`config.mk`:
```
export PLATFORM = sky130hd
export DESIGN_NAME = shift_seq
export DESIGN_NICKNAME = d
export VERILOG_FILES = /design/src/rtl/shift_seq.sv
export SDC_FILE = /design/constraint.sdc
export NUM_CORES = 1
export LEC_CHECK = 0
export CAP_MARGIN = 40
export CORE_MARGIN = 1
export CORE_UTILIZATION = 52
export DETAILED_ROUTE_END_ITERATION = 7
export PLACE_DENSITY = 0.83
export REMOVE_ABC_BUFFERS = 1
export SYNTH_ARGS = -nofsm -noshare
export SYNTH_HDL_FRONTEND = slang
export SYNTH_SLANG_ARGS = --single-unit
```
`constraint.sdc`:
```
create_clock -name SS_clk -period 2.7 [get_ports SS_clk]
set_input_delay 0.405 -clock SS_clk [delete_from_list [all_inputs] [get_ports SS_clk]]
set_output_delay 0.405 -clock SS_clk [all_outputs]
set_load 0.01 [all_outputs]
```
`src/rtl/shift_seq.sv`:
```
// shift_seq: iterative, registered barrel-shift replacement.
// Shifts the latched operand one position per clock, then presents the
// result with C/N/Z/V flags and a one-cycle done pulse. Outputs hold their
// values between operations.
module shift_seq #(
    parameter int unsigned bits = 4
) (
    input  logic            SS_clk,
    input  logic            SS_rst_n,
    input  logic            SS_start,
    input  logic            SS_dir,
    input  logic            SS_Fin,
    input  logic [bits-1:0] SS_inA,
    input  logic [bits-1:0] SS_inB,
    output logic            SS_ready,
    output logic            SS_done,
    output logic [bits-1:0] SS_out,
    output logic            SS_C,
    output logic            SS_N,
    output logic            SS_Z,
    output logic            SS_V
);

    // The counter must hold bits+1 so that large counts saturate instead of wrapping.
    localparam int unsigned KW = $clog2(bits + 2);

    typedef enum logic [1:0] {
        IDLE,
        SHIFT,
        DONE
    } state_t;

    state_t          state;
    state_t          state_next;

    logic [bits-1:0] work;
    logic            carry;
    logic            dir_q;
    logic            fill_q;
    logic [KW-1:0]   count;

    logic [KW-1:0]   k_load;
    logic [bits-1:0] shift_work;
    logic            shift_carry;
    logic            last_step;

    logic [bits-1:0] out_q;
    logic            c_q;
    logic            z_q;

    // Saturate the requested count at bits+1; every count beyond that gives all-fill.
    always_comb begin
        k_load = KW'(SS_inB);
        if (32'(SS_inB) > (bits + 1)) begin
            k_load = KW'(bits + 1);
        end
    end

    // One-position shift of the work register in the latched direction.
    always_comb begin
        shift_work  = work;
        shift_carry = carry;
        if (dir_q) begin
            shift_carry = work[0];
            shift_work  = {fill_q, work[bits-1:1]};
        end else begin
            shift_carry = work[bits-1];
            shift_work  = {work[bits-2:0], fill_q};
        end
    end

    assign last_step = (count == KW'(1));

    // State register; reset aborts any operation in flight.
    always_ff @(posedge SS_clk or negedge SS_rst_n) begin
        if (!SS_rst_n) begin
            state <= IDLE;
        end else begin
            state <= state_next;
        end
    end

    // Next-state selection: zero-count requests skip straight to DONE.
    always_comb begin
        state_next = state;
        case (state)
            IDLE: begin
                if (SS_start) begin
                    state_next = (k_load == '0) ? DONE : SHIFT;
                end
            end
            SHIFT: begin
                if (last_step) begin
                    state_next = DONE;
                end
            end
            DONE: begin
                state_next = IDLE;
            end
            default: begin
                state_next = IDLE;
            end
        endcase
    end

    // Datapath: latch on start, shift while counting, capture results entering DONE.
    always_ff @(posedge SS_clk or negedge SS_rst_n) begin
        if (!SS_rst_n) begin
            work   <= '0;
            carry  <= 1'b0;
            dir_q  <= 1'b0;
            fill_q <= 1'b0;
            count  <= '0;
            out_q  <= '0;
            c_q    <= 1'b0;
            z_q    <= 1'b1;
        end else begin
            case (state)
                IDLE: begin
                    if (SS_start) begin
                        work   <= SS_inA;
                        carry  <= 1'b0;
                        dir_q  <= SS_dir;
                        fill_q <= SS_Fin;
                        count  <= k_load;
                        if (k_load == '0) begin
                            out_q <= SS_inA;
                            c_q   <= 1'b0;
                            z_q   <= (SS_inA == '0);
                        end
                    end
                end
                SHIFT: begin
                    work  <= shift_work;
                    carry <= shift_carry;
                    count <= count - KW'(1);
                    if (last_step) begin
                        out_q <= shift_work;
                        c_q   <= shift_carry;
                        z_q   <= (shift_work == '0);
                    end
                end
                default: begin
                end
            endcase
        end
    end

    assign SS_ready = (state == IDLE);
    assign SS_done  = (state == DONE);
    assign SS_out   = out_q;
    assign SS_C     = c_q;
    assign SS_N     = out_q[bits-1];
    assign SS_Z     = z_q;
    assign SS_V     = 1'b0;

endmodule

```
# Word-level counts from Yosys, hierarchy flattened
# Index checks and enable logic that the tools add are counted.
[op_classes]
magnitude_cmp = 1
shifts = 0
n_addsub = 1
eq_ne = 6
n_bitwise = 0
n_reduce_logical = 9
mux = 23
multipliers = 0
n_div = 0
[ops]
columns = ["op", "n"]
rows = [
  ["4-bit two-way mux", 5],
  ["4-bit one-hot mux with 2 select lines", 2],
  ["4-bit zero test", 2],
  ["1-bit two-way mux", 7],
  ["2-bit two-way mux", 3],
  ["3-bit two-way mux", 2],
  ["3-bit one-hot mux with 2 select lines", 1],
  ["2-bit AND reduction", 3],
  ["4-bit by 3-bit > comparator with 1-bit output, second input constant", 1],
  ["2-bit inequality test, second input constant", 2],
  ["1-bit one-hot mux with 2 select lines", 2],
  ["2-bit one-hot mux with 2 select lines", 1],
  ["4-bit AND reduction", 1],
  ["3-bit by 1-bit == test with 1-bit output, second input constant", 1],
  ["3-bit zero test", 1],
  ["3-bit by 1-bit subtractor with 3-bit output, second input constant", 1],
  ["2-bit by 1-bit == test with 1-bit output, second input constant", 1],
  ["2-bit == test, second input constant", 1],
  ["2-bit zero test", 1],
  ["2-bit by 1-bit inequality test with 1-bit output, second input constant", 1],
  ["2-bit nonzero test", 1],
]
[totals]
in_bits = 13
mem_bits_ro = 0
memories = 0
ramBits = 0
latch_bits = 0
regBits = 17

# Logic depth before layout (Yosys ltp)
# Gate-level depths: netlist (run 1).
[logic_depth]
depth_word = 6
ltp_mapped = 6

# Worst setup path after synthesis (run 1)
# OpenSTA, ideal clock, no wires.
[synth_path]
kind = "input to register"
from = "in SS_inB[2]"
to = "reg c_q (netlist: SS_C)"
t_required_ps = 2575
path_buffers = 1
setup_slack_ps = 1174
t_arrival_ps = 1401
path_stages = 4
path_cell_list = "nor4_1 > a22o_1 > buf_6 > mux2_4"
[synth_between]
elab_chain_cells = 5
[synth_lines]
columns = ["element", "line", "rtl"]
rows = [
  ["start, declared", "14", "input logic [bits-1:0] SS_inB,"],
  ["4-bit by 3-bit > comparator with 1-bit output", "54", "if (32'(SS_inB) > (bits + 1)) begin"],
  ["3-bit two-way mux *", "54", ""],
  ["3-bit zero test *", "126", "if (k_load == '0) begin"],
  ["2-bit by 1-bit inequality test with 1-bit output (no line) *", "-", ""],
  ["4-bit AND reduction (no line) *", "-", ""],
  ["end signal, assigned", "139", "c_q <= shift_carry;"],
  ["end, declared", "48", "logic c_q;"],
]
# Mark *: on every way between the ends. The rest lies on a longest branch, timed or not.
# A chain may end at the register's enable or synchronous reset.

# Worst setup path in the final report (run 1)
[layout_path]
from = "in SS_inB[2]"
to = "reg out_q[2] (netlist: SS_out[2])"
[layout_between]
elab_chain_cells = 5
[layout_lines]
columns = ["element", "line", "rtl"]
rows = [
  ["4-bit by 3-bit > comparator with 1-bit output", "54", ""],
  ["3-bit two-way mux *", "54", ""],
  ["3-bit zero test *", "126", ""],
  ["2-bit by 1-bit inequality test with 1-bit output (no line) *", "-", ""],
  ["4-bit AND reduction (no line) *", "-", ""],
  ["end signal, assigned", "127", "out_q <= SS_inA;"],
  ["end signal, assigned", "138", "out_q <= shift_work;"],
  ["end, declared", "47", "logic [bits-1:0] out_q;"],
]
# Marks and branches as above.

==> results.cfg, run 1 <==
[hold_path]
hold_path_class = flop to flop
hold_path_depth = 1

[grt]
grtUsageTotal = 0.206
grt_use_met3 = 0.0400
grt_pass1_wl_um = 2970
grtUsageMet2 = 0.325
busiest_layer = met2
use_met1 = 0.283
antenna_found_initial = 0
grt_max_degree = 18
grt_overflow = 0
grt_pass1_vias = 678

[worst_setup_path]
crit_path_top_delay_cell = nor4_1
crit_chain = clkdlybuf4s50_1 -> nor4_1 -> a22o_1 -> mux2_4
rr_worst_depth = 5
start_kind = input port
cp_max_fo = 7
end_kind = flop
required_ns = 2.87
crit_type = input port to flop
crit_arrival_ns = 2.18
slowest_delay_ns = 0.53

[final_layout]
final_cells = 132
layout-drive-gt1-share = 0.224
utilization = 0.691
multi_input_area_um2 = 472
nets = 123
regArea_um2 = 427
synthToLayoutAreaGrowth_pct = 23.9
fillCellCount = 153
diodes = 0

[pwr]
power.static_leakage_nw = 0.513
total_power_mw = 1.36
p_per_area_mw_per_mm2 = 1140
peakVddDrop_mv = 0.651

[flow_run]
drv_cap = 0

[clock_network]
postCtsHoldBufs = 0
post-cts-setup-buffers = 0
clk_latency_ns = 0.28
ctsHtreeMaxLevel = 1
cts_resized = 0
cts_buffers = 3
cts_buffer_depth = 2
path_clk_slew_ns = 0.09
clock-sinks = 17
cts_tree = built
root_buffer = clkbuf_4

[sta]
fin_skew_ns = 0.00366
period_minus_slack_ns = 2.01
report.final.slew_viol_count = 0
slew_headroom = 0.481
period_share = 0.746
setup_tns_ns = 0
fin_ws_ns = 0.687
hold_viol_final = 0
tightest_slew_ns = 0.776
rsz0062_at_grt = no
finalSetupViolations = 0
fmax_mhz = 497

[logic_synthesis]
synth_cells = 86
ys_seq_area_frac = 0.443
synth_top_area_cell = dfrtp_1
synth-seq-cells = 17
synthTopCellsByCount = dfrtp_1 (16), mux2_2 (10), nand2_1 (10)
synth-async-reset-ratio = 1.00
yosysMostFrequentCell = dfrtp_1
synth_edf_count = 0
yosysUniqueCellTypes = 33
synth_ff_type = dfrtp_1
synth_top_cell_area_share = 0.416
ys_warn_count = 0
syn_avg_cell_area_um2 = 11.2
synthTopCellsByArea = dfrtp_1 (42%), mux2_2 (12%), mux2_4 (6.2%)
synthesis.area_um2 = 962

[die]
die_w_um = 45.0
std_cell_rows = 15
core-area_mm2 = 0.00173
dieArea_mm2 = 0.00203
ios = 23
die_h_um = 45.0
start_util = 0.557

[routing]
drt-initial-drc-count = 6
wl_um = 1720
route.detailed.drc = 0
vias_per_cell = 5.27
vias = 695
ant_nets = 0
firstDrtPassIters = 2
routedWlPerCell_um = 13.1

[run_status]
status = completed

[place]
port_buffers = 21
gp_congestion = 0.793
pre_cts_ws_ns = 0.403
dp_hpwl_um = 1270
placedCellCount = 128
through the flow:
step / area [um2] / hold WS [ns]
after CTS: 1190 / 0.522
after detailed placement: 1170 / 0.498
after global routing: 1190 / 0.541
after floorplan: 910 / 0.109
after global placement: 1170 / 0.500
final: 1190 / 0.514
cell usage in the layout (no fill, tap or decap):
cell / count
a21oi_1: 1
a221oi_1: 1
a22o_1: 1
a31oi_1: 2
and2_2: 1
and2b_2: 1
buf_4: 2
clkbuf_1: 1
clkbuf_4: 3
clkdlybuf4s50_1: 21
conb_1: 1
dfrtp_1: 16
dfstp_2: 1
ha_1: 2
inv_1: 3
mux2_2: 10
mux2_4: 4
mux2i_1: 4
nand2_1: 10
nand3_1: 3
nand3b_1: 1
nor2_1: 3
nor2b_1: 2
nor3_1: 1
nor3b_1: 1
nor3b_2: 1
nor4_1: 2
o211ai_1: 2
o21ai_0: 1
o21bai_1: 1
o22ai_1: 1
o31ai_1: 1
or2b_1: 1
or3b_2: 1
kinds of logic after synthesis:
kind of cell / synth area share
fa+ha+maj: 0.0260
simple gates: 0.160
compound gates: 0.0793
mux: 0.221
buf+inv: 0.0663
flops: 0.443
other cells: 0.00390
layout make-up:
type | instances | share of cell area
Multi-Input combinational cell | 60 | 0.396
Sequential cell | 17 | 0.358
Timing Repair Buffer | 23 | 0.189
Tap cell | 25 | 0.0262
Clock buffer | 4 | 0.0220
Inverter | 3 | 0.00944
worst paths after layout:
kind | start | end | slack [ns]
hold / removal | count[2]$_DFFE_PN0P_ | count[2]$_DFFE_PN0P_ | 0.51
max in group asynchronous | SS_rst_n | count[2]$_DFFE_PN0P_ | 1.65
hold reg to reg | count[2]$_DFFE_PN0P_ | count[2]$_DFFE_PN0P_ | 0.51
setup reg to reg | count[1]$_DFFE_PN0P_ | SS_out[2]$_DFFE_PN0P_ | 1.03
min in group asynchronous | SS_rst_n | work[3]$_DFFE_PN0P_ | 0.57
setup / recovery | SS_inB[2] | SS_out[2]$_DFFE_PN0P_ | 0.69
flip-flops by register name, indices dropped and copies added, names as in the netlist:
signal	cells
SS_C	1
SS_Z	1
dir_q	1
work	4
SS_out	4
fill_q	1
count	3
state	2
worst max-delay path, delay by kind of cell:
| family | cells | cell delay (ns) |
|---|---|---|
| multiplexers | 1 | 0.33 |
| buffers and inverters | 1 | 0.44 |
| AO/OA/AOI/OAI | 1 | 0.47 |
| AND/OR/NAND/NOR | 1 | 0.53 |
metal layers:
metal  vias to the layer above  routed length, um
met3                         0                 80
met1                       329                863
met2                        18                779
li1                        348                  -
met4                         0                  0
met5                         -                  0
where the power goes:
part	internal, mW	switching (mW)	total (mW)	leakage (nW)
clock	0.0572	0.0724	0.130	0.0150
combinational	0.430	0.293	0.723	0.294
sequential	0.389	0.120	0.508	0.205
total	0.876	0.486	1.36	0.513
Power figures use the tool's default switching activity.
==> run 2: changes to the inputs <==
--- a/config.mk
+++ b/config.mk
@@ -7,9 +7,9 @@
 export LEC_CHECK = 0
 export CAP_MARGIN = 40
 export CORE_MARGIN = 1
-export CORE_UTILIZATION = 52
+export CORE_UTILIZATION = 43
 export DETAILED_ROUTE_END_ITERATION = 7
-export PLACE_DENSITY = 0.83
+export PLACE_DENSITY = 0.73
 export REMOVE_ABC_BUFFERS = 1
 export SYNTH_ARGS = -nofsm -noshare
 export SYNTH_HDL_FRONTEND = slang
==> constraint.sdc (replaced) <==
create_clock -name SS_clk -period 1.65 [get_ports SS_clk]
set_input_delay 0.2475 -clock SS_clk [delete_from_list [all_inputs] [get_ports SS_clk]]
set_output_delay 0.2475 -clock SS_clk [all_outputs]
set_load 0.01 [all_outputs]
==> run 2 against run 1 <==
Cell count grew 11%. Largest cell class unchanged. Utilization shrank 5.1 points. Die area grew 20%. Critical path depth shrank 3. Non-clock buffer count grew 13.
==> results.cfg, run 2 (synthesis gave the netlist of run 1 again) <==
[run_status]
status = completed

[final_layout]
multi_input_area_um2 = 474
design_area_mm2 = 0.00131
regArea_um2 = 427
diodes = 0
fillCellCount = 183
layout-drive-gt1-share = 0.317
layout_common_cells = clkdlybuf4s50_1 (19), dfrtp_1 (16), buf_4 (14)
final_common_cell = clkdlybuf4s50_1
synthToLayoutAreaGrowth_pct = 35.6
final_cells = 147
nets = 136

[worst_setup_path]
required_ns = 1.40
path_delay_family = flip-flops
crit_path_top_delay_cell = dfstp_2
crit_chain = clkdlybuf4s50_1
path_buf_inv = 1
start_kind = flop
crit_arrival_ns = 1.35
end_kind = primary output
cp_max_fo = 2
crit_type = flop to primary output
slowest_delay_ns = 0.54

[pwr]
p_per_area_mw_per_mm2 = 1800
peakVddDrop_mv = 1.08
power.static_leakage_nw = 0.588

[flow_run]
drv_cap = 0

[routing]
route.detailed.drc = 0
drt-initial-drc-count = 10
ant_nets = 0
vias = 768
wl_um = 1890
vias_per_cell = 5.22
firstDrtPassIters = 4
routedWlPerCell_um = 12.9

[grt]
grt_overflow = 0
grt_max_degree = 18
grt_pass1_vias = 787
antenna_found_initial = 0
grt_pass1_wl_um = 3310
grtUsageTotal = 0.179

[sta]
fin_skew_ns = 0.00358
setup_tns_ns = 0
hold_viol_final = 0
report.final.slew_viol_count = 0
period_share = 0.967
rsz0062_at_grt = no
fmax_mhz = 627
period_minus_slack_ns = 1.60
finalSetupViolations = 0

[clock_network]
cts_tree = built
cts_buffer_depth = 2
root_buffer = clkbuf_4
clk_latency_ns = 0.28
ctsHtreeMaxLevel = 1
clock-sinks = 17
cts_buffers = 3
path_clk_slew_ns = 0.09
postCtsHoldBufs = 0

[die]
die_h_um = 49.3
std_cell_rows = 16
die_w_um = 49.3
dieArea_mm2 = 0.00243
start_util = 0.471
core-area_mm2 = 0.00204
ios = 23

[place]
placedCellCount = 143
place_area_mm2 = 0.00128
dp_hpwl_um = 1470
gp_congestion = 0.823
port_buffers = 21

[hold_path]
hold_path_class = input port to async pin
==> run 2: area by class of cell <==
type | instances | area share
multi-input combinational | 60 | 0.363
clock buffer | 4 | 0.0201
timing repair buffer | 36 | 0.255
inverter | 3 | 0.00863
tap | 27 | 0.0259
sequential | 17 | 0.327
==> run 2: report_power, final <==
group	leakage, nW	internal (mW)	switching [mW]
Combinational	0.368	0.794	0.528
Sequential	0.205	0.636	0.178
Clock	0.0150	0.0938	0.119
Total	0.588	1.52	0.825
==> run 2: routing by layer <==
layer / up-vias / share of wire / track usage
li1: 370 / - / -
met1: 369 / 0.45 / 0.216
met5: - / 0 / 0
met3: 2 / 0.050 / 0.0249
met2: 27 / 0.49 / 0.322
met4: 0 / 0.0079 / 0.0588
==> run 2: repair_timing <==
item                       4_1_cts  5_1_grt
resized for setup                2        1
setup endpoints to repair        2        5
setup buffers                    0        0
cloned                           0        0
==> run 2: stage by stage <==
step                hold WS [ns]  total power, mW  utilization  setup slack [ns]
global placement           0.500             2.13        0.626            -0.187
detailed placement         0.499             2.17        0.626            -0.167
CTS                        0.286             2.37        0.638            0.0316
finish                     0.277             2.35        0.639            0.0545
global route               0.287             2.54        0.639           0.00436
floorplan                -0.0481             1.58            -           -0.0963
==> run 2: worst paths after layout <==
check / endpoint / slack (ns) / startpoint / cells past startpoint
max: SS_Z / 0.05 / SS_Z$_DFFE_PN1P_ / 1
min: count[0]$_DFFE_PN0P_ / 0.28 / SS_rst_n / 2
max reg2reg: SS_C$_DFFE_PN0P_ / 0.07 / count[0]$_DFFE_PN0P_ / 5
min reg2reg: SS_C$_DFFE_PN0P_ / 0.53 / SS_C$_DFFE_PN0P_ / 1
max in group asynchronous: SS_Z$_DFFE_PN1P_ / 1.12 / SS_rst_n / 2
min in group SS_clk: dir_q$_DFFE_PN0P_ / 0.49 / SS_dir / 3
